`src/rtl/minmax_pkg.sv`:
```
// Shared types and defaults for the min/max frame tracker.
package minmax_pkg;

  typedef enum logic [0:0] {
    ACCUM,
    HOLD
  } state_e;

  typedef struct packed {
    logic gr;
    logic lt;
    logic eq;
  } cmp_res_t;

  localparam int unsigned DefaultFrameLen = 16;

endpackage

```
`src/rtl/minmax_tracker32_if.sv`:
```
// Sample-in and result-out handshakes of the min/max frame tracker.
interface minmax_tracker32_if
  import minmax_pkg::*;
#(
  parameter int unsigned WIDTH = 32,
  parameter int unsigned IDX_W = $clog2(DefaultFrameLen)
);
  logic             in_valid;
  logic             in_ready;
  logic [WIDTH-1:0] in_data;
  logic             flush;
  logic             out_valid;
  logic             out_ready;
  logic [WIDTH-1:0] out_max;
  logic [WIDTH-1:0] out_min;
  logic [IDX_W-1:0] out_max_idx;
  logic [IDX_W-1:0] out_min_idx;
  logic [IDX_W:0]   out_count;
  logic             out_all_eq;

  modport master (
    output in_valid, in_data, flush, out_ready,
    input  in_ready, out_valid, out_max, out_min, out_max_idx, out_min_idx, out_count,
           out_all_eq
  );

  modport slave (
    input  in_valid, in_data, flush, out_ready,
    output in_ready, out_valid, out_max, out_min, out_max_idx, out_min_idx, out_count,
           out_all_eq
  );
endinterface

```
`src/rtl/cmp_word.sv`:
```
// Maps a WIDTH-bit word pair onto comparator32b and packs the result.
module cmp_word
  import minmax_pkg::*;
#(
  parameter int unsigned WIDTH = 32
) (
  input  logic [WIDTH-1:0] a,
  input  logic [WIDTH-1:0] b,
  output cmp_res_t         res
);
  logic [31:0] aw, bw;
  logic        gr, lt, eq;

  // Narrower words are zero-extended so unsigned ordering is preserved.
  assign aw = 32'(a);
  assign bw = 32'(b);

  comparator32b u_cmp (
    .a0 (aw[0]),  .a1 (aw[1]),  .a2 (aw[2]),  .a3 (aw[3]),  .a4 (aw[4]),  .a5 (aw[5]),
    .a6 (aw[6]),  .a7 (aw[7]),  .a8 (aw[8]),  .a9 (aw[9]),  .a10(aw[10]), .a11(aw[11]),
    .a12(aw[12]), .a13(aw[13]), .a14(aw[14]), .a15(aw[15]), .a16(aw[16]), .a17(aw[17]),
    .a18(aw[18]), .a19(aw[19]), .a20(aw[20]), .a21(aw[21]), .a22(aw[22]), .a23(aw[23]),
    .a24(aw[24]), .a25(aw[25]), .a26(aw[26]), .a27(aw[27]), .a28(aw[28]), .a29(aw[29]),
    .a30(aw[30]), .a31(aw[31]),
    .b0 (bw[0]),  .b1 (bw[1]),  .b2 (bw[2]),  .b3 (bw[3]),  .b4 (bw[4]),  .b5 (bw[5]),
    .b6 (bw[6]),  .b7 (bw[7]),  .b8 (bw[8]),  .b9 (bw[9]),  .b10(bw[10]), .b11(bw[11]),
    .b12(bw[12]), .b13(bw[13]), .b14(bw[14]), .b15(bw[15]), .b16(bw[16]), .b17(bw[17]),
    .b18(bw[18]), .b19(bw[19]), .b20(bw[20]), .b21(bw[21]), .b22(bw[22]), .b23(bw[23]),
    .b24(bw[24]), .b25(bw[25]), .b26(bw[26]), .b27(bw[27]), .b28(bw[28]), .b29(bw[29]),
    .b30(bw[30]), .b31(bw[31]),
    .gr (gr),
    .lt (lt),
    .eq (eq)
  );

  assign res = '{gr: gr, lt: lt, eq: eq};
endmodule

```
`src/rtl/comparator32b.sv`:
```
// Bit-level 32-bit unsigned magnitude comparator (a vs b).
module comparator32b (
  input  logic a0,  a1,  a2,  a3,  a4,  a5,  a6,  a7,
  input  logic a8,  a9,  a10, a11, a12, a13, a14, a15,
  input  logic a16, a17, a18, a19, a20, a21, a22, a23,
  input  logic a24, a25, a26, a27, a28, a29, a30, a31,
  input  logic b0,  b1,  b2,  b3,  b4,  b5,  b6,  b7,
  input  logic b8,  b9,  b10, b11, b12, b13, b14, b15,
  input  logic b16, b17, b18, b19, b20, b21, b22, b23,
  input  logic b24, b25, b26, b27, b28, b29, b30, b31,
  output logic gr,
  output logic lt,
  output logic eq
);
  logic [31:0] a, b;

  assign a = {a31, a30, a29, a28, a27, a26, a25, a24, a23, a22, a21, a20, a19, a18, a17, a16,
              a15, a14, a13, a12, a11, a10, a9,  a8,  a7,  a6,  a5,  a4,  a3,  a2,  a1,  a0};
  assign b = {b31, b30, b29, b28, b27, b26, b25, b24, b23, b22, b21, b20, b19, b18, b17, b16,
              b15, b14, b13, b12, b11, b10, b9,  b8,  b7,  b6,  b5,  b4,  b3,  b2,  b1,  b0};

  assign gr = a > b;
  assign lt = a < b;
  assign eq = a == b;
endmodule

```
`src/rtl/minmax_tracker32.sv`:
```
// Per-frame running max/min tracker; emits one registered result record per frame.
module minmax_tracker32
  import minmax_pkg::*;
#(
  parameter int unsigned WIDTH     = 32,
  parameter int unsigned FRAME_LEN = DefaultFrameLen,
  parameter int unsigned IDX_W     = $clog2(FRAME_LEN)
) (
  input logic               clk,
  input logic               rst_n,
  minmax_tracker32_if.slave bus
);
  localparam logic [IDX_W:0] LastCount = (IDX_W + 1)'(FRAME_LEN - 1);

  state_e           state_q, state_d;
  logic [IDX_W:0]   count_q, count_d;
  logic [WIDTH-1:0] max_q, max_d, min_q, min_d;
  logic [IDX_W-1:0] max_idx_q, max_idx_d, min_idx_q, min_idx_d;
  logic             all_eq_q, all_eq_d;

  logic [WIDTH-1:0] res_max_q, res_min_q;
  logic [IDX_W-1:0] res_max_idx_q, res_min_idx_q;
  logic [IDX_W:0]   res_count_q;
  logic             res_all_eq_q;

  cmp_res_t cmp_max, cmp_min;
  logic     accept, first, load_res;

  cmp_word #(.WIDTH(WIDTH)) u_cmp_max (.a(bus.in_data), .b(max_q), .res(cmp_max));
  cmp_word #(.WIDTH(WIDTH)) u_cmp_min (.a(bus.in_data), .b(min_q), .res(cmp_min));

  assign accept = (state_q == ACCUM) && bus.in_valid;
  assign first  = (count_q == '0);

  always_comb begin
    state_d   = state_q;
    count_d   = count_q;
    max_d     = max_q;
    min_d     = min_q;
    max_idx_d = max_idx_q;
    min_idx_d = min_idx_q;
    all_eq_d  = all_eq_q;
    load_res  = 1'b0;

    if (accept) begin
      count_d = count_q + (IDX_W + 1)'(1);
      if (first) begin
        max_d     = bus.in_data;
        min_d     = bus.in_data;
        max_idx_d = '0;
        min_idx_d = '0;
        all_eq_d  = 1'b1;
      end else begin
        // Strict compares: ties keep the earlier index.
        if (cmp_max.gr) begin
          max_d     = bus.in_data;
          max_idx_d = count_q[IDX_W-1:0];
        end
        if (cmp_min.lt) begin
          min_d     = bus.in_data;
          min_idx_d = count_q[IDX_W-1:0];
        end
        all_eq_d = all_eq_q && cmp_max.eq && cmp_min.eq;
      end
    end

    unique case (state_q)
      ACCUM: begin
        if ((accept && count_q == LastCount) || (bus.flush && (!first || accept))) begin
          state_d  = HOLD;
          load_res = 1'b1;
        end
      end
      HOLD: begin
        if (bus.out_ready) begin
          state_d = ACCUM;
          count_d = '0;
        end
      end
      default: state_d = ACCUM;
    endcase
  end

  always_ff @(posedge clk or negedge rst_n) begin
    if (!rst_n) begin
      state_q       <= ACCUM;
      count_q       <= '0;
      max_q         <= '0;
      min_q         <= '0;
      max_idx_q     <= '0;
      min_idx_q     <= '0;
      all_eq_q      <= 1'b0;
      res_max_q     <= '0;
      res_min_q     <= '0;
      res_max_idx_q <= '0;
      res_min_idx_q <= '0;
      res_count_q   <= '0;
      res_all_eq_q  <= 1'b0;
    end else begin
      state_q   <= state_d;
      count_q   <= count_d;
      max_q     <= max_d;
      min_q     <= min_d;
      max_idx_q <= max_idx_d;
      min_idx_q <= min_idx_d;
      all_eq_q  <= all_eq_d;
      if (load_res) begin
        res_max_q     <= max_d;
        res_min_q     <= min_d;
        res_max_idx_q <= max_idx_d;
        res_min_idx_q <= min_idx_d;
        res_count_q   <= count_d;
        res_all_eq_q  <= all_eq_d;
      end
    end
  end

  assign bus.in_ready    = (state_q == ACCUM);
  assign bus.out_valid   = (state_q == HOLD);
  assign bus.out_max     = res_max_q;
  assign bus.out_min     = res_min_q;
  assign bus.out_max_idx = res_max_idx_q;
  assign bus.out_min_idx = res_min_idx_q;
  assign bus.out_count   = res_count_q;
  assign bus.out_all_eq  = res_all_eq_q;
endmodule

```
`src/flat_wrapper.sv`:
```
// flat-port wrapper written by rule: the top's interface ports become plain ports
module minmax_tracker32_flat import minmax_pkg::*;
#(
  parameter int unsigned WIDTH     = 32,
  parameter int unsigned FRAME_LEN = DefaultFrameLen,
  parameter int unsigned IDX_W     = $clog2(FRAME_LEN)
)
  (clk, rst_n, bus_in_valid, bus_in_data, bus_flush, bus_out_ready, bus_in_ready, bus_out_valid, bus_out_max, bus_out_min, bus_out_max_idx, bus_out_min_idx, bus_out_count, bus_out_all_eq);
  minmax_tracker32_if #(.WIDTH(WIDTH), .IDX_W(IDX_W)) bus_i ();
  input logic clk;
  input logic rst_n;
  input wire logic [$bits(bus_i.in_valid)-1:0] bus_in_valid;
  input wire logic [$bits(bus_i.in_data)-1:0] bus_in_data;
  input wire logic [$bits(bus_i.flush)-1:0] bus_flush;
  input wire logic [$bits(bus_i.out_ready)-1:0] bus_out_ready;
  output wire logic [$bits(bus_i.in_ready)-1:0] bus_in_ready;
  output wire logic [$bits(bus_i.out_valid)-1:0] bus_out_valid;
  output wire logic [$bits(bus_i.out_max)-1:0] bus_out_max;
  output wire logic [$bits(bus_i.out_min)-1:0] bus_out_min;
  output wire logic [$bits(bus_i.out_max_idx)-1:0] bus_out_max_idx;
  output wire logic [$bits(bus_i.out_min_idx)-1:0] bus_out_min_idx;
  output wire logic [$bits(bus_i.out_count)-1:0] bus_out_count;
  output wire logic [$bits(bus_i.out_all_eq)-1:0] bus_out_all_eq;
  assign bus_i.in_valid = bus_in_valid;
  assign bus_i.in_data = bus_in_data;
  assign bus_i.flush = bus_flush;
  assign bus_i.out_ready = bus_out_ready;
  assign bus_in_ready = bus_i.in_ready;
  assign bus_out_valid = bus_i.out_valid;
  assign bus_out_max = bus_i.out_max;
  assign bus_out_min = bus_i.out_min;
  assign bus_out_max_idx = bus_i.out_max_idx;
  assign bus_out_min_idx = bus_i.out_min_idx;
  assign bus_out_count = bus_i.out_count;
  assign bus_out_all_eq = bus_i.out_all_eq;
  minmax_tracker32 #(.WIDTH(WIDTH), .FRAME_LEN(FRAME_LEN), .IDX_W(IDX_W)) u_core (.clk(clk), .rst_n(rst_n), .bus(bus_i));
endmodule
```
`config.mk`:
```
export PLATFORM = sky130hd
export DESIGN_NAME = minmax_tracker32_flat
export DESIGN_NICKNAME = d
export VERILOG_FILES = /design/src/rtl/minmax_pkg.sv /design/src/rtl/minmax_tracker32_if.sv /design/src/rtl/cmp_word.sv /design/src/rtl/comparator32b.sv /design/src/rtl/minmax_tracker32.sv /design/src/flat_wrapper.sv
export SDC_FILE = /design/constraint.sdc
export NUM_CORES = 1
export LEC_CHECK = 0
export BUFFER_PORTS_ARGS = -buffer_cell sky130_fd_sc_hd__buf_2
export CAP_MARGIN = 20
export CORE_ASPECT_RATIO = 0.7
export CORE_MARGIN = 2
export CORE_UTILIZATION = 52
export CTS_CLUSTER_SIZE = 12
export DETAILED_ROUTE_END_ITERATION = 7
export GPL_ROUTABILITY_DRIVEN = 1
export PLACE_DENSITY_LB_ADDON = 0.15
export SYNTH_ARGS = -nofsm -noshare
export SYNTH_HDL_FRONTEND = slang
export SYNTH_SLANG_ARGS = --single-unit
```
`constraint.sdc`:
```
create_clock -name clk -period 2.55 [get_ports clk]
set_clock_uncertainty 0.1 [all_clocks]
set_input_delay 0.51 -clock clk [delete_from_list [all_inputs] [get_ports clk]]
set_output_delay 0.51 -clock clk [all_outputs]
set_load 0.01 [all_outputs]
```
=== Word-level counts from Yosys, hierarchy flattened ===
Cells that the tools add are included.

* Flip-flop bits (word level): 157
* Input port bits: 37

* Add/subtract/negate cells: 1
* Magnitude comparators: 2
* Equality and inequality tests: 3
* Multiplexer cells: 21
* Bitwise logic cells: 1
* Reduce and logical (&&, ||, !) cells: 9

{| class="wikitable"
|+ Operators by type and width
! operator !! number
|-
| 32-bit two-way mux || 6
|-
| 32-bit equality test || 2
|-
| 32-bit greater-than comparator || 1
|-
| 32-bit less-than comparator || 1
|-
| 4-bit two-way mux || 6
|-
| 5-bit two-way mux || 3
|-
| 5-bit by 1-bit adder with 5-bit output (second input constant) || 1
|-
| 5-bit by 4-bit equality test with 1-bit output (second input constant) || 1
|-
| 1-bit logical AND || 5
|-
| 5-bit zero test || 1
|-
| 1-bit two-way mux || 5
|-
| 1-bit logical OR || 2
|-
| 1-bit case mux with 2 select lines || 1
|-
| 1-bit zero test || 1
|-
| 1-bit inverter || 1
|}

=== Depth between registers and ports, before layout ===
* Depth after elaboration: 7
* Mapped depth: 11
* Gate-level depth less buffers: 9

=== By module ===
A second synthesis with hierarchy kept.

* Cells, all modules: 598
* Area total of the unflattened synthesis: 8,139.1 um^2

{| class="wikitable"
|+ By module, submodules not included
! module !! times used !! cells each !! area an instance (um^2)
|-
| minmax_tracker32 || 1 || 364 || 6,392.4
|-
| comparator32b || 2 || 114 || 850.8
|-
| cmp_word || 2 || 3 || 22.5
|}

=== Worst setup path after synthesis ===
OpenSTA, ideal clock, no wires.

* Path kind: input port to flip-flop
* From: in bus_in_data[7]
* To: reg u_core.res_max_q[27] (netlist: u_core.bus.out_max[27])
* Arrival: 2.516 ns
* Required time: 2.368 ns
* Setup slack: -0.148 ns
* Stages: 9
* Cells stage by stage: ha_1 -> a21oi_2 -> o21ai_1 -> a221o_1 -> a221o_1 -> a211oi_4 -> buf_6 -> o21ai_2 -> a31oi_2

* Word-level cells in the longest chain between the ends: 4

{| class="wikitable"
|+ RTL lines
! item !! RTL line !! text
|-
| start: declaration || flat_wrapper.sv:13 || <nowiki>input wire logic [$bits(bus_i.in_data)-1:0] bus_in_data;</nowiki>
|-
| 32-bit greater-than comparator || comparator32b.sv:22 || <nowiki>assign gr = a > b;</nowiki>
|-
| 32-bit two-way mux || minmax_tracker32.sv:55 || <nowiki>if (cmp_max.gr) begin</nowiki>
|-
| 32-bit two-way mux || minmax_tracker32.sv:47 || <nowiki>if (first) begin</nowiki>
|-
| 32-bit two-way mux || minmax_tracker32.sv:45 || <nowiki>if (accept) begin</nowiki>
|-
| end signal: assignment || minmax_tracker32.sv:108 || <nowiki>res_max_q <= max_d;</nowiki>
|-
| end: declaration || minmax_tracker32.sv:21 || <nowiki>logic [WIDTH-1:0] res_max_q, res_min_q;</nowiki>
|}

Every way passes these cells.
A chain may end at the register's enable or synchronous reset.

=== Worst setup path in the final report ===
* From: reg u_core.max_q[25]
* To: reg u_core.res_max_q[22] (netlist: u_core.bus.out_max[22])

* Word-level cells in the longest chain between the ends: 4

{| class="wikitable"
|+ RTL lines
! item !! RTL line !! text
|-
| start: declaration || minmax_tracker32.sv:17 || <nowiki>logic [WIDTH-1:0] max_q, max_d, min_q, min_d;</nowiki>
|-
| start signal: assignment || minmax_tracker32.sv:102 || <nowiki>max_q <= max_d;</nowiki>
|-
| 32-bit greater-than comparator || comparator32b.sv:22 ||
|-
| 32-bit two-way mux || minmax_tracker32.sv:55 ||
|-
| 32-bit two-way mux || minmax_tracker32.sv:47 ||
|-
| 32-bit two-way mux || minmax_tracker32.sv:45 ||
|}

Every way passes these cells.

==> flow_summary.ini <==
[worst_setup_path]
slowest_delay_ns = 0.41
required_ns = 2.78
critPathBufInv = 3
cp.arrival_ns = 2.96
crit_top_cell = o21ai_2
worstSetupEndpointType = flop
cp_cell_sequence = inv_2 -> ha_4 -> a21o_1 -> a221o_1 -> a221oi_2 -> o21ai_2 -> a211oi_4 -> buf_6 -> buf_12 -> o21ai_2 -> a31oi_1
critPathLaunchType = flop
crit_family = compound AO/OA/AOI/OAI gates
slowest_stage = dfrtp_1
crit_type = reg -> reg
path_max_fanout = 8

[pwr]
p_leak_nw = 5.209
p_clk_share_pct = 16.1
ir_drop_mv = 0.8078
p_comb_share_pct = 55.7
switchingPower_mw = 6.561
p_seq_share_pct = 28.2
p_int_mw = 8.911
p_per_area_nw_per_um2 = 1351
swShare_pct = 42.41

[route]
drt-met1-wl_um = 10820
top_layer = met4
wl_per_cell_um = 18.92
wl_met3_um = 1275
drc = 0
num_vias = 7086
firstDrtPassIters = 7
ant_nets = 0
wl_met2_um = 10920
wl_um = 23350
first_iter_violations = 523
vias_per_cell = 5.742

[placed_design]
dp_hpwl_um = 13890
place_ws_ns = -0.4166
dp.cells = 1184
portBuffers = 116
gp_congestion = 0.7929

[cells_and_area]
nets = 1130
final_cell_mix = dfrtp_1, buf_2, nor2_1
regArea_um2 = 3929
fin_cells = 1234
num_antenna_cells = 0
fin_util_pct = 77.07
areaGrowthSynthToFinish_pct = 43.01
multi_input_area_um2 = 4818
nFillCells = 908
layout.cells.most_common = dfrtp_1
drive_above_1_share_pct = 42.54

[outcome]
violations = negative setup slack
outcome = finished, violations left

[cts]
clkSinkCount = 157
clockBufferDepth = 2
cts_buffers = 17
cts_tree = done
clock-root-buffer = clkbuf_16
path_clk_slew_ns = 0.07
insertion_delay_ns = 0.43
htreeDepth = 4

[synth]
async_flop_share_pct = 100.0
synth_nets = 945
ys.flop_type = dfrtp_1
ys_warn_count = 0
avgSynthCellArea_um2 = 9.523
synth_edf_count = 0
seq_area_frac_synth_pct = 49.05
syn_area_um2 = 8009
syn_inst = 841
yosysUniqueCellTypes = 53
synth-seq-cells = 157

[sta]
max_freq_mhz = 365.8
period_needed_ns = 2.734
setup_tns_ns = -9.084
relSlewSlack_pct = 60.02
rsz0062_at_grt = true
finalHoldViolations = 0
drv_slew = 0
tightest_slew_ns = 0.5997
post-route-period-util_pct = 107.2
worst_slack_ns = -0.1836
worst_hold_slack_ns = 0.1778
finalSetupViolations = 128

[grt]
grt_usage_pct = 26.38
antenna_found_initial = 0
overflow = 0
grt_pass1_wl_um = 34620
grt_pass1_vias = 6759
grt_max_degree = 99

[floorplan]
die_h_um = 107.8
design.core.area_um2 = 14860
design.die.area_um2 = 16430
fp.dieW_um = 152.3
core.rowCount = 37
start_util_pct = 53.89
num_io_pins = 117

[job]
drv_cap = 0

[hold_path]
min_path_type = in -> reg
==> area by class of cell <==
cell class	instances	share of cell area (%)
Tap cell	195	2.130
Timing Repair Buffer	207	14.14
Clock inverter	12	0.9832
Inverter	73	2.392
Multi-Input combinational cell	570	42.07
Clock buffer	20	3.987
Sequential cell	157	34.30
==> repair_timing <==
action / in CTS / in global routing
gates resized for setup: 88 / 183
cloned: 3 / 3
setup buffers: 8 / 5
pin swaps: 27 / 79
hold endpoints to repair: 9 / 0
hold buffers: 1 / 0
setup endpoints to repair: 109 / 145
==> sequential cells by signal (all words and copies together) (netlist names) <==
name / flops
u_core.max_idx_q: 4
u_core.bus.out_min: 32
u_core.count_q: 5
u_core.max_q: 32
u_core.bus.out_max_idx: 4
u_core.bus.out_max: 32
u_core.min_idx_q: 4
u_core.all_eq_q: 1
u_core.bus.out_all_eq: 1
u_core.bus.out_count: 5
u_core.bus.out_valid: 1
u_core.bus.out_min_idx: 4
u_core.min_q: 32
==> final timing paths <==
path / from / to / slack (ns) / cells after the start
max: u_core.max_q[25] / u_core.bus.out_max[22] / -0.18 / 11
min: bus_out_ready / u_core.count_q[3] / 0.18 / 2
max reg2reg: u_core.max_q[25] / u_core.bus.out_max[22] / -0.18 / 11
min reg2reg: u_core.bus.out_count[1] / u_core.bus.out_count[1] / 0.38 / 2
max in group asynchronous: rst_n / u_core.bus.out_max[31] / 1.34 / 3
min in group asynchronous: rst_n / u_core.min_q[6] / 0.35 / 2
==> power by group through the flow <==
| stage | registers, mW | logic, mW | clock network, mW |
|---|---|---|---|
| 6_report | 4.36 | 8.62 | 2.49 |
| 5_1_grt | 4.48 | 9.36 | 2.61 |
| 4_1_cts | 4.31 | 7.07 | 2.48 |
| 3_5_place_dp | 4.32 | 6.38 | 0 |
| 3_3_place_gp | 4.30 | 6.28 | 0 |
| 2_1_floorplan | 4.53 | 3.73 | 0 |
==> cell usage after synthesis, types with 2 or more instances <==
master,instances,area share [%]
a21o_1,6,0.56
a21oi_1,32,2.0
a221o_1,3,0.37
a221oi_2,2,0.37
a31oi_1,67,5.2
a41oi_1,2,0.22
and3_1,3,0.23
and4_4,2,0.28
buf_2,5,0.31
buf_4,2,0.19
buf_6,4,0.56
clkbuf_1,28,1.3
dfrtp_1,157,49
ha_1,67,10
inv_1,73,3.4
mux2_2,5,0.70
mux2i_1,4,0.50
nand2_1,104,4.9
nand3_1,36,2.2
nand4_1,10,0.78
nor2_1,77,3.6
nor2b_1,4,0.31
nor3_1,3,0.19
nor4_1,2,0.16
o211ai_1,2,0.19
o21ai_0,57,3.6
o21ai_1,7,0.44
o21ai_2,21,2.3
or3_1,31,2.4
xnor2_1,2,0.22
==> logic make-up (layout without fill, tap and decap cells) <==
logic type | Yosys count | after routing | synth area share, %
fa+ha+maj | 67 | 67 | 10.47
xor+xnor | 2 | 2 | 0.2188
flops | 157 | 157 | 49.05
simple gates | 280 | 280 | 16.14
mux | 9 | 9 | 1.203
buf+inv | 114 | 312 | 5.952
compound gates | 212 | 212 | 16.97
==> routing by layer <==
layer / vias to the layer above / track usage, %
met5: - / 0
met4: 0 / 6.676
li1: 3328 / -
met1: 3480 / 39.24
met3: 33 / 4.509
met2: 245 / 40.32
==> through the flow <==
step	instance area (µm²)	power, mW
6_report	11450	15.47
5_1_grt	11450	16.45
4_1_cts	10470	13.86
3_5_place_dp	9463	10.71
3_3_place_gp	9463	10.58
2_1_floorplan	8119	8.263
No activity file was read; power rests on OpenSTA's default activity.
